### src/rtl/alu_pkg.sv
// Shared definitions for the ALU command sequencer: opcodes, FSM state type,
// the buffered command record and the default queue depth.
package alu_pkg;

    localparam int DEFAULT_FIFO_DEPTH = 4;

    localparam logic [2:0] OP_ADD = 3'b000;
    localparam logic [2:0] OP_SUB = 3'b001;
    localparam logic [2:0] OP_AND = 3'b010;
    localparam logic [2:0] OP_OR  = 3'b011;
    localparam logic [2:0] OP_XOR = 3'b100;

    typedef enum logic [1:0] {
        ST_IDLE  = 2'd0,
        ST_ISSUE = 2'd1,
        ST_RESP  = 2'd2
    } seq_state_t;

    typedef struct packed {
        logic [7:0] a;
        logic [7:0] b;
        logic [2:0] op;
        logic [1:0] tag;
    } cmd_t;

    function automatic logic op_is_valid(input logic [2:0] op);
        return (op <= OP_XOR);
    endfunction

endpackage

### src/rtl/alu_cmd_sequencer_if.sv
// Command and response channels of the sequencer. Both channels use
// valid/ready: a beat transfers on a rising clk edge where valid and ready are
// both high; a producer holds valid and its payload stable until that edge.
interface alu_cmd_sequencer_if;

    logic       cmd_valid;
    logic       cmd_ready;
    logic [7:0] cmd_a;
    logic [7:0] cmd_b;
    logic [2:0] cmd_op;
    logic [1:0] cmd_tag;

    logic       rsp_valid;
    logic       rsp_ready;
    logic [7:0] rsp_result;
    logic       rsp_carry;
    logic       rsp_zero;
    logic       rsp_err;
    logic [1:0] rsp_tag;

    modport master (
        output cmd_valid, cmd_a, cmd_b, cmd_op, cmd_tag,
        input  cmd_ready,
        input  rsp_valid, rsp_result, rsp_carry, rsp_zero, rsp_err, rsp_tag,
        output rsp_ready
    );

    modport slave (
        input  cmd_valid, cmd_a, cmd_b, cmd_op, cmd_tag,
        output cmd_ready,
        output rsp_valid, rsp_result, rsp_carry, rsp_zero, rsp_err, rsp_tag,
        input  rsp_ready
    );

endinterface

### src/rtl/alu_cmd_fifo.sv
// Synchronous command FIFO with count-based full/empty. A push into an empty
// FIFO only becomes visible at the head after the edge that stores it.
module alu_cmd_fifo
    import alu_pkg::*;
#(
    parameter int DEPTH = DEFAULT_FIFO_DEPTH
) (
    input  logic clk,
    input  logic rst,
    input  logic i_push,
    input  cmd_t i_data,
    input  logic i_pop,
    output cmd_t o_data,
    output logic o_full,
    output logic o_empty
);

    localparam int AW    = $clog2(DEPTH);
    localparam int CNT_W = AW + 1;

    cmd_t             r_mem [DEPTH];
    logic [AW-1:0]    r_wr_ptr;
    logic [AW-1:0]    r_rd_ptr;
    logic [CNT_W-1:0] r_count;

    logic w_do_push;
    logic w_do_pop;

    assign o_full    = (r_count == CNT_W'(DEPTH));
    assign o_empty   = (r_count == '0);
    assign w_do_push = i_push && !o_full;
    assign w_do_pop  = i_pop && !o_empty;
    assign o_data    = r_mem[r_rd_ptr];

    always_ff @(posedge clk) begin
        if (w_do_push) begin
            r_mem[r_wr_ptr] <= i_data;
        end
    end

    // DEPTH is a power of two, so pointers wrap by plain overflow.
    always_ff @(posedge clk) begin
        if (rst) begin
            r_wr_ptr <= '0;
            r_rd_ptr <= '0;
            r_count  <= '0;
        end else begin
            if (w_do_push) r_wr_ptr <= r_wr_ptr + AW'(1);
            if (w_do_pop)  r_rd_ptr <= r_rd_ptr + AW'(1);
            case ({w_do_push, w_do_pop})
                2'b10:   r_count <= r_count + CNT_W'(1);
                2'b01:   r_count <= r_count - CNT_W'(1);
                default: r_count <= r_count;
            endcase
        end
    end

endmodule

### src/rtl/alu_cmd_sequencer.sv
// Buffers ALU commands, issues them one at a time to an external ALU and
// returns tagged responses in acceptance order.
module alu_cmd_sequencer
    import alu_pkg::*;
#(
    parameter int FIFO_DEPTH = DEFAULT_FIFO_DEPTH
) (
    input  logic                      clk,
    input  logic                      rst,
    alu_cmd_sequencer_if.slave        bus,
    output logic [7:0]                o_alu_a,
    output logic [7:0]                o_alu_b,
    output logic [2:0]                o_alu_op,
    input  logic [7:0]                i_alu_result,
    input  logic                      i_alu_carry,
    output logic                      o_busy,
    output seq_state_t                o_state
);

    seq_state_t r_state;
    logic [7:0] r_alu_a;
    logic [7:0] r_alu_b;
    logic [2:0] r_alu_op;
    logic [1:0] r_tag;
    logic       r_rsp_valid;
    logic [7:0] r_rsp_result;
    logic       r_rsp_carry;
    logic       r_rsp_zero;
    logic       r_rsp_err;
    logic [1:0] r_rsp_tag;

    cmd_t w_cmd_in;
    cmd_t w_head;
    logic w_full;
    logic w_empty;
    logic w_push;
    logic w_pop;
    logic w_op_ok;

    assign w_cmd_in      = '{a: bus.cmd_a, b: bus.cmd_b, op: bus.cmd_op, tag: bus.cmd_tag};
    assign bus.cmd_ready = !rst && !w_full;
    assign w_push        = bus.cmd_valid && bus.cmd_ready;
    // Head is taken when idle, or right at the response handshake (back-to-back).
    assign w_pop         = !w_empty &&
                           ((r_state == ST_IDLE) || ((r_state == ST_RESP) && bus.rsp_ready));
    assign w_op_ok       = op_is_valid(r_alu_op);

    alu_cmd_fifo #(.DEPTH(FIFO_DEPTH)) u_fifo (
        .clk     (clk),
        .rst     (rst),
        .i_push  (w_push),
        .i_data  (w_cmd_in),
        .i_pop   (w_pop),
        .o_data  (w_head),
        .o_full  (w_full),
        .o_empty (w_empty)
    );

    always_ff @(posedge clk) begin
        if (rst) begin
            r_state      <= ST_IDLE;
            r_alu_a      <= '0;
            r_alu_b      <= '0;
            r_alu_op     <= '0;
            r_tag        <= '0;
            r_rsp_valid  <= 1'b0;
            r_rsp_result <= '0;
            r_rsp_carry  <= 1'b0;
            r_rsp_zero   <= 1'b0;
            r_rsp_err    <= 1'b0;
            r_rsp_tag    <= '0;
        end else begin
            if (w_pop) begin
                r_alu_a  <= w_head.a;
                r_alu_b  <= w_head.b;
                r_alu_op <= w_head.op;
                r_tag    <= w_head.tag;
            end
            case (r_state)
                ST_IDLE: begin
                    if (w_pop) r_state <= ST_ISSUE;
                end
                ST_ISSUE: begin
                    r_rsp_valid  <= 1'b1;
                    r_rsp_result <= w_op_ok ? i_alu_result : 8'h00;
                    r_rsp_carry  <= w_op_ok && i_alu_carry;
                    r_rsp_zero   <= !w_op_ok || (i_alu_result == 8'h00);
                    r_rsp_err    <= !w_op_ok;
                    r_rsp_tag    <= r_tag;
                    r_state      <= ST_RESP;
                end
                ST_RESP: begin
                    if (bus.rsp_ready) begin
                        r_rsp_valid <= 1'b0;
                        r_state     <= w_pop ? ST_ISSUE : ST_IDLE;
                    end
                end
                default: r_state <= ST_IDLE;
            endcase
        end
    end

    assign bus.rsp_valid  = r_rsp_valid;
    assign bus.rsp_result = r_rsp_result;
    assign bus.rsp_carry  = r_rsp_carry;
    assign bus.rsp_zero   = r_rsp_zero;
    assign bus.rsp_err    = r_rsp_err;
    assign bus.rsp_tag    = r_rsp_tag;

    assign o_alu_a  = r_alu_a;
    assign o_alu_b  = r_alu_b;
    assign o_alu_op = r_alu_op;
    assign o_busy   = (r_state != ST_IDLE) || !w_empty;
    assign o_state  = r_state;

endmodule

### src/flat_wrapper.sv
// flat-port wrapper written by rule: the top's interface ports become plain ports
module alu_cmd_sequencer_flat import alu_pkg::*;
#(
    parameter int FIFO_DEPTH = DEFAULT_FIFO_DEPTH
)
  (clk, rst, o_alu_a, o_alu_b, o_alu_op, i_alu_result, i_alu_carry, o_busy, o_state, bus_cmd_valid, bus_cmd_a, bus_cmd_b, bus_cmd_op, bus_cmd_tag, bus_cmd_ready, bus_rsp_valid, bus_rsp_result, bus_rsp_carry, bus_rsp_zero, bus_rsp_err, bus_rsp_tag, bus_rsp_ready);
  alu_cmd_sequencer_if bus_i ();
  input  logic clk;
  input  logic rst;
  output logic [7:0] o_alu_a;
  output logic [7:0] o_alu_b;
  output logic [2:0] o_alu_op;
  input  logic [7:0] i_alu_result;
  input  logic i_alu_carry;
  output logic o_busy;
  output seq_state_t o_state;
  input wire logic [$bits(bus_i.cmd_valid)-1:0] bus_cmd_valid;
  input wire logic [$bits(bus_i.cmd_a)-1:0] bus_cmd_a;
  input wire logic [$bits(bus_i.cmd_b)-1:0] bus_cmd_b;
  input wire logic [$bits(bus_i.cmd_op)-1:0] bus_cmd_op;
  input wire logic [$bits(bus_i.cmd_tag)-1:0] bus_cmd_tag;
  output wire logic [$bits(bus_i.cmd_ready)-1:0] bus_cmd_ready;
  output wire logic [$bits(bus_i.rsp_valid)-1:0] bus_rsp_valid;
  output wire logic [$bits(bus_i.rsp_result)-1:0] bus_rsp_result;
  output wire logic [$bits(bus_i.rsp_carry)-1:0] bus_rsp_carry;
  output wire logic [$bits(bus_i.rsp_zero)-1:0] bus_rsp_zero;
  output wire logic [$bits(bus_i.rsp_err)-1:0] bus_rsp_err;
  output wire logic [$bits(bus_i.rsp_tag)-1:0] bus_rsp_tag;
  input wire logic [$bits(bus_i.rsp_ready)-1:0] bus_rsp_ready;
  assign bus_i.cmd_valid = bus_cmd_valid;
  assign bus_i.cmd_a = bus_cmd_a;
  assign bus_i.cmd_b = bus_cmd_b;
  assign bus_i.cmd_op = bus_cmd_op;
  assign bus_i.cmd_tag = bus_cmd_tag;
  assign bus_cmd_ready = bus_i.cmd_ready;
  assign bus_rsp_valid = bus_i.rsp_valid;
  assign bus_rsp_result = bus_i.rsp_result;
  assign bus_rsp_carry = bus_i.rsp_carry;
  assign bus_rsp_zero = bus_i.rsp_zero;
  assign bus_rsp_err = bus_i.rsp_err;
  assign bus_rsp_tag = bus_i.rsp_tag;
  assign bus_i.rsp_ready = bus_rsp_ready;
  alu_cmd_sequencer #(.FIFO_DEPTH(FIFO_DEPTH)) u_core (.clk(clk), .rst(rst), .bus(bus_i), .o_alu_a(o_alu_a), .o_alu_b(o_alu_b), .o_alu_op(o_alu_op), .i_alu_result(i_alu_result), .i_alu_carry(i_alu_carry), .o_busy(o_busy), .o_state(o_state));
endmodule
### config.mk
export PLATFORM = sky130hd
export DESIGN_NAME = alu_cmd_sequencer_flat
export DESIGN_NICKNAME = d
export VERILOG_FILES = /design/src/rtl/alu_pkg.sv /design/src/rtl/alu_cmd_sequencer_if.sv /design/src/rtl/alu_cmd_fifo.sv /design/src/rtl/alu_cmd_sequencer.sv /design/src/flat_wrapper.sv
export SDC_FILE = /design/constraint.sdc
export NUM_CORES = 1
export LEC_CHECK = 0
export ABC_AREA = 1
export ABC_CLOCK_PERIOD_IN_PS = 2400
export CORE_ASPECT_RATIO = 0.5
export CORE_MARGIN = 1.5
export CORE_UTILIZATION = 49
export DETAILED_ROUTE_END_ITERATION = 16
export PLACE_DENSITY_LB_ADDON = 0.12
export SLEW_MARGIN = 20
export SYNTH_ARGS = -nofsm -noshare
export SYNTH_HDL_FRONTEND = slang
export SYNTH_HIERARCHICAL = 1
export SYNTH_SLANG_ARGS = --single-unit
export TNS_END_PERCENT = 50
### constraint.sdc
create_clock -name clk -period 2.4 [get_ports clk]
set_input_delay 0.48 -clock clk [delete_from_list [all_inputs] [get_ports clk]]
set_output_delay 0.48 -clock clk [all_outputs]
set_load 0.005 [all_outputs]
==> impl_metrics.toml <==
[cells_and_area]
area_delta_synth_final_pct = 28.26
layout_commonest_cell = "edfxtp_1"
design_area_mm2 = 0.006543
nets = 570
drive_gt1_share_pct = 14.73
final_cell_mix = "edfxtp_1 (84), nor2_1 (82), clkdlybuf4s50_1 (70)"
finalNonFillerCells = 683
final_core_util_pct = 64.46
diodes = 0

[pwr]
powerDensity_mw_per_mm2 = 1201
power_leakage_uw = 0.002379
irDropWorstVdd_mv = 0.5908

[setup_path]
cp_max_fo = 9
crit_arrival_ns = 1.70
cpMostUsedCell = "clkdlybuf4s50_1"
slowest_delay_ns = 0.50
critical_path.slowest_cell = "clkdlybuf4s50_1"
end_kind = "output port"
crit_required_ns = 1.92
crit_path_end = "bus_cmd_ready"
r2r_cells = 17
worstSetupStartpoint = "rst"
worst_setup_path_start_kind = "input port"
r2r_slack_ns = 0.34
crit_chain = "clkdlybuf4s50_1 -> buf_4 -> nor2_1 -> clkdlybuf4s50_1"
reg2reg_to = "u_core/u_fifo/r_count[2]$_SDFFE_PP0P_"
worstReg2RegStart = "u_core/u_fifo/r_count[1]$_SDFFE_PP0P_"
critical_path_class = "in -> out"

[clock_tree]
cts_setup_buffers = 0
hold_buffers = 0
clockRootBuffer = "clkbuf_16"
cts_tree = "yes"
clock_latency_ns = 0.41
cts_resized = 0
clockBufferDepth = 2
numCtsBuffers = 17
htreeDepth = 4
cts.sinks = 130
clkTransAtPathRegs_ns = 0.06

[synthesis]
synth_area_mm2 = 0.005101
syn-num-nets = 490
synth_top_cell_by_area = "edfxtp_1"
synth-seq-cells = 130
avgSynthCellArea_um2 = 11.34
yosys_most_used_dff = "edfxtp_1"
synth_top_area_share_pct = 49.45
synth_cells = 450
async_reset_ff_share_pct = 0
synth.distinct_cells = 23
synth_seq_area_share_pct = 67.50
synth_edf_count = 84
synth_area_leaders = "edfxtp_1 (49%), dfxtp_1 (18%), nor2_1 (6.3%)"
yosys_warnings = 6

[sta]
period_share_pct = 90.97
max_freq_mhz = 458.0
drv_slew = 0
grt_setup_unrepaired = "no"
slew_headroom_pct = 68.00
setup_ws_ns = 0.2167
hold_ws_ns = 0.4605
period_minus_slack_ns = 2.183
worst_pin_slew_ns = 0.4789
setup_viol = 0
finalClockSkew_ns = 0.008752
hold_viol = 0

[die]
num_rows = 26
die_w_um = 147.3
initial_core_util_pct = 50.26
coreArea_mm2 = 0.01015
die_y_um = 75.15
boundaryPins = 71
die_area_mm2 = 0.01107

[routing]
drc = 0
routed-via-count = 3468
dr.pass1.iters = 5
wl_per_cell_um = 15.35
totalWireLength_um = 10480
vias_per_cell = 5.078
ant_nets = 0
drt_iter0_markers = 188

[placement]
place_hpwl_um = 6063
port_buffers = 70
place_ws_ns = 0.05277
place_area_mm2 = 0.005963
place_congestion = 0.7309
post-place-cells = 651

[grt]
antenna_found_initial = 0
grt_first_pass_wirelength_um = 16060
grtUsageTotal_pct = 19.99
grt_pass1_vias = 3097
overflow = 0
grt_max_degree = 43

[worst_hold_path]
min_path_type = "reg -> reg"

[status]
status = "finished clean"

[run]
cap_violations = 0
## where the power goes
part           internal, µW  total [µW]  leakage [µW]  switching (µW)
Sequential             2730        2930       0.00114             201
Clock                  1620        2520      0.000281             892
Combinational          1020        2410      0.000958            1390
## synthesized netlist by cell type, types with 5 or more instances
| library cell | number |
|---|---|
| a21oi_1 | 17 |
| buf_2 | 9 |
| buf_6 | 11 |
| dfxtp_1 | 46 |
| edfxtp_1 | 84 |
| ha_1 | 5 |
| inv_1 | 21 |
| nand2_1 | 24 |
| nand3_1 | 8 |
| nor2_1 | 86 |
| nor2_2 | 21 |
| o21ai_0 | 39 |
| o21ai_1 | 40 |
| o22ai_1 | 21 |
## flip-flops by register name, indices dropped and copies added (netlist names), 2 cells and up, named ones only
register,count
u_core/bus.rsp_result,8
u_core/bus.rsp_tag,2
u_core/u_fifo/r_wr_ptr,2
u_core/o_alu_op,3
u_core/u_fifo/r_rd_ptr,2
u_core/u_fifo/r_mem,84
u_core/u_fifo/r_count,3
u_core/r_tag,2
u_core/o_alu_b,8
u_core/o_alu_a,8
u_core/o_state,2
## final cells by class
type                    instances  area (µm²)
flip-flops and latches        130        3443
fillers                       801        3607
well taps                     140       175.2
inverters                      26       105.1
clock inverters                11       138.9
multi-input cells             271        1371
clock buffers                  21       440.4
repair buffers                 84       868.3
## cells by family after synthesis
family / Yosys count / share of synthesized area, %
simple gates: 148 / 13.07
flops: 130 / 67.50
compound gates: 117 / 11.99
buf+inv: 49 / 5.813
fa+ha+maj: 6 / 1.619
## worst max-delay path, delay by kind of cell
kind	cells	cell delay, ns
buffers and inverters	3	1.14
and+or+nand+nor	1	0.08
## metal layers
metal	vias to the layer above	GRT usage, %	wire length, µm
met5	-	0	0
met4	0	7.222	32
met3	4	6.970	698
met2	130	29.26	4445
met1	1619	27.88	5307
li1	1715	-	-
## worst min-delay path by stage
stage,slack [ns],from,cells after the start,end
after floorplan,0.45,u_core/bus.rsp_valid$_SDFFE_PP0P_,2,u_core/bus.rsp_valid$_SDFFE_PP0P_
after global placement,0.46,u_core/bus.rsp_valid$_SDFFE_PP0P_,2,u_core/bus.rsp_valid$_SDFFE_PP0P_
after detailed placement,0.46,u_core/bus.rsp_valid$_SDFFE_PP0P_,2,u_core/bus.rsp_valid$_SDFFE_PP0P_
after CTS,0.47,u_core/bus.rsp_valid$_SDFFE_PP0P_,2,u_core/bus.rsp_valid$_SDFFE_PP0P_
after global routing,0.49,u_core/bus.rsp_valid$_SDFFE_PP0P_,2,u_core/bus.rsp_valid$_SDFFE_PP0P_
final,0.46,u_core/bus.rsp_valid$_SDFFE_PP0P_,2,u_core/bus.rsp_valid$_SDFFE_PP0P_
## metrics by stage
step / power [µW] / setup TNS [ns]
6_report: 7860 / 0
5_1_grt: 8338 / 0
4_1_cts: 7917 / 0
3_5_place_dp: 5381 / 0
3_3_place_gp: 5349 / 0
2_1_floorplan: 4629 / -1.228
(Power assumes the default switching activity.)
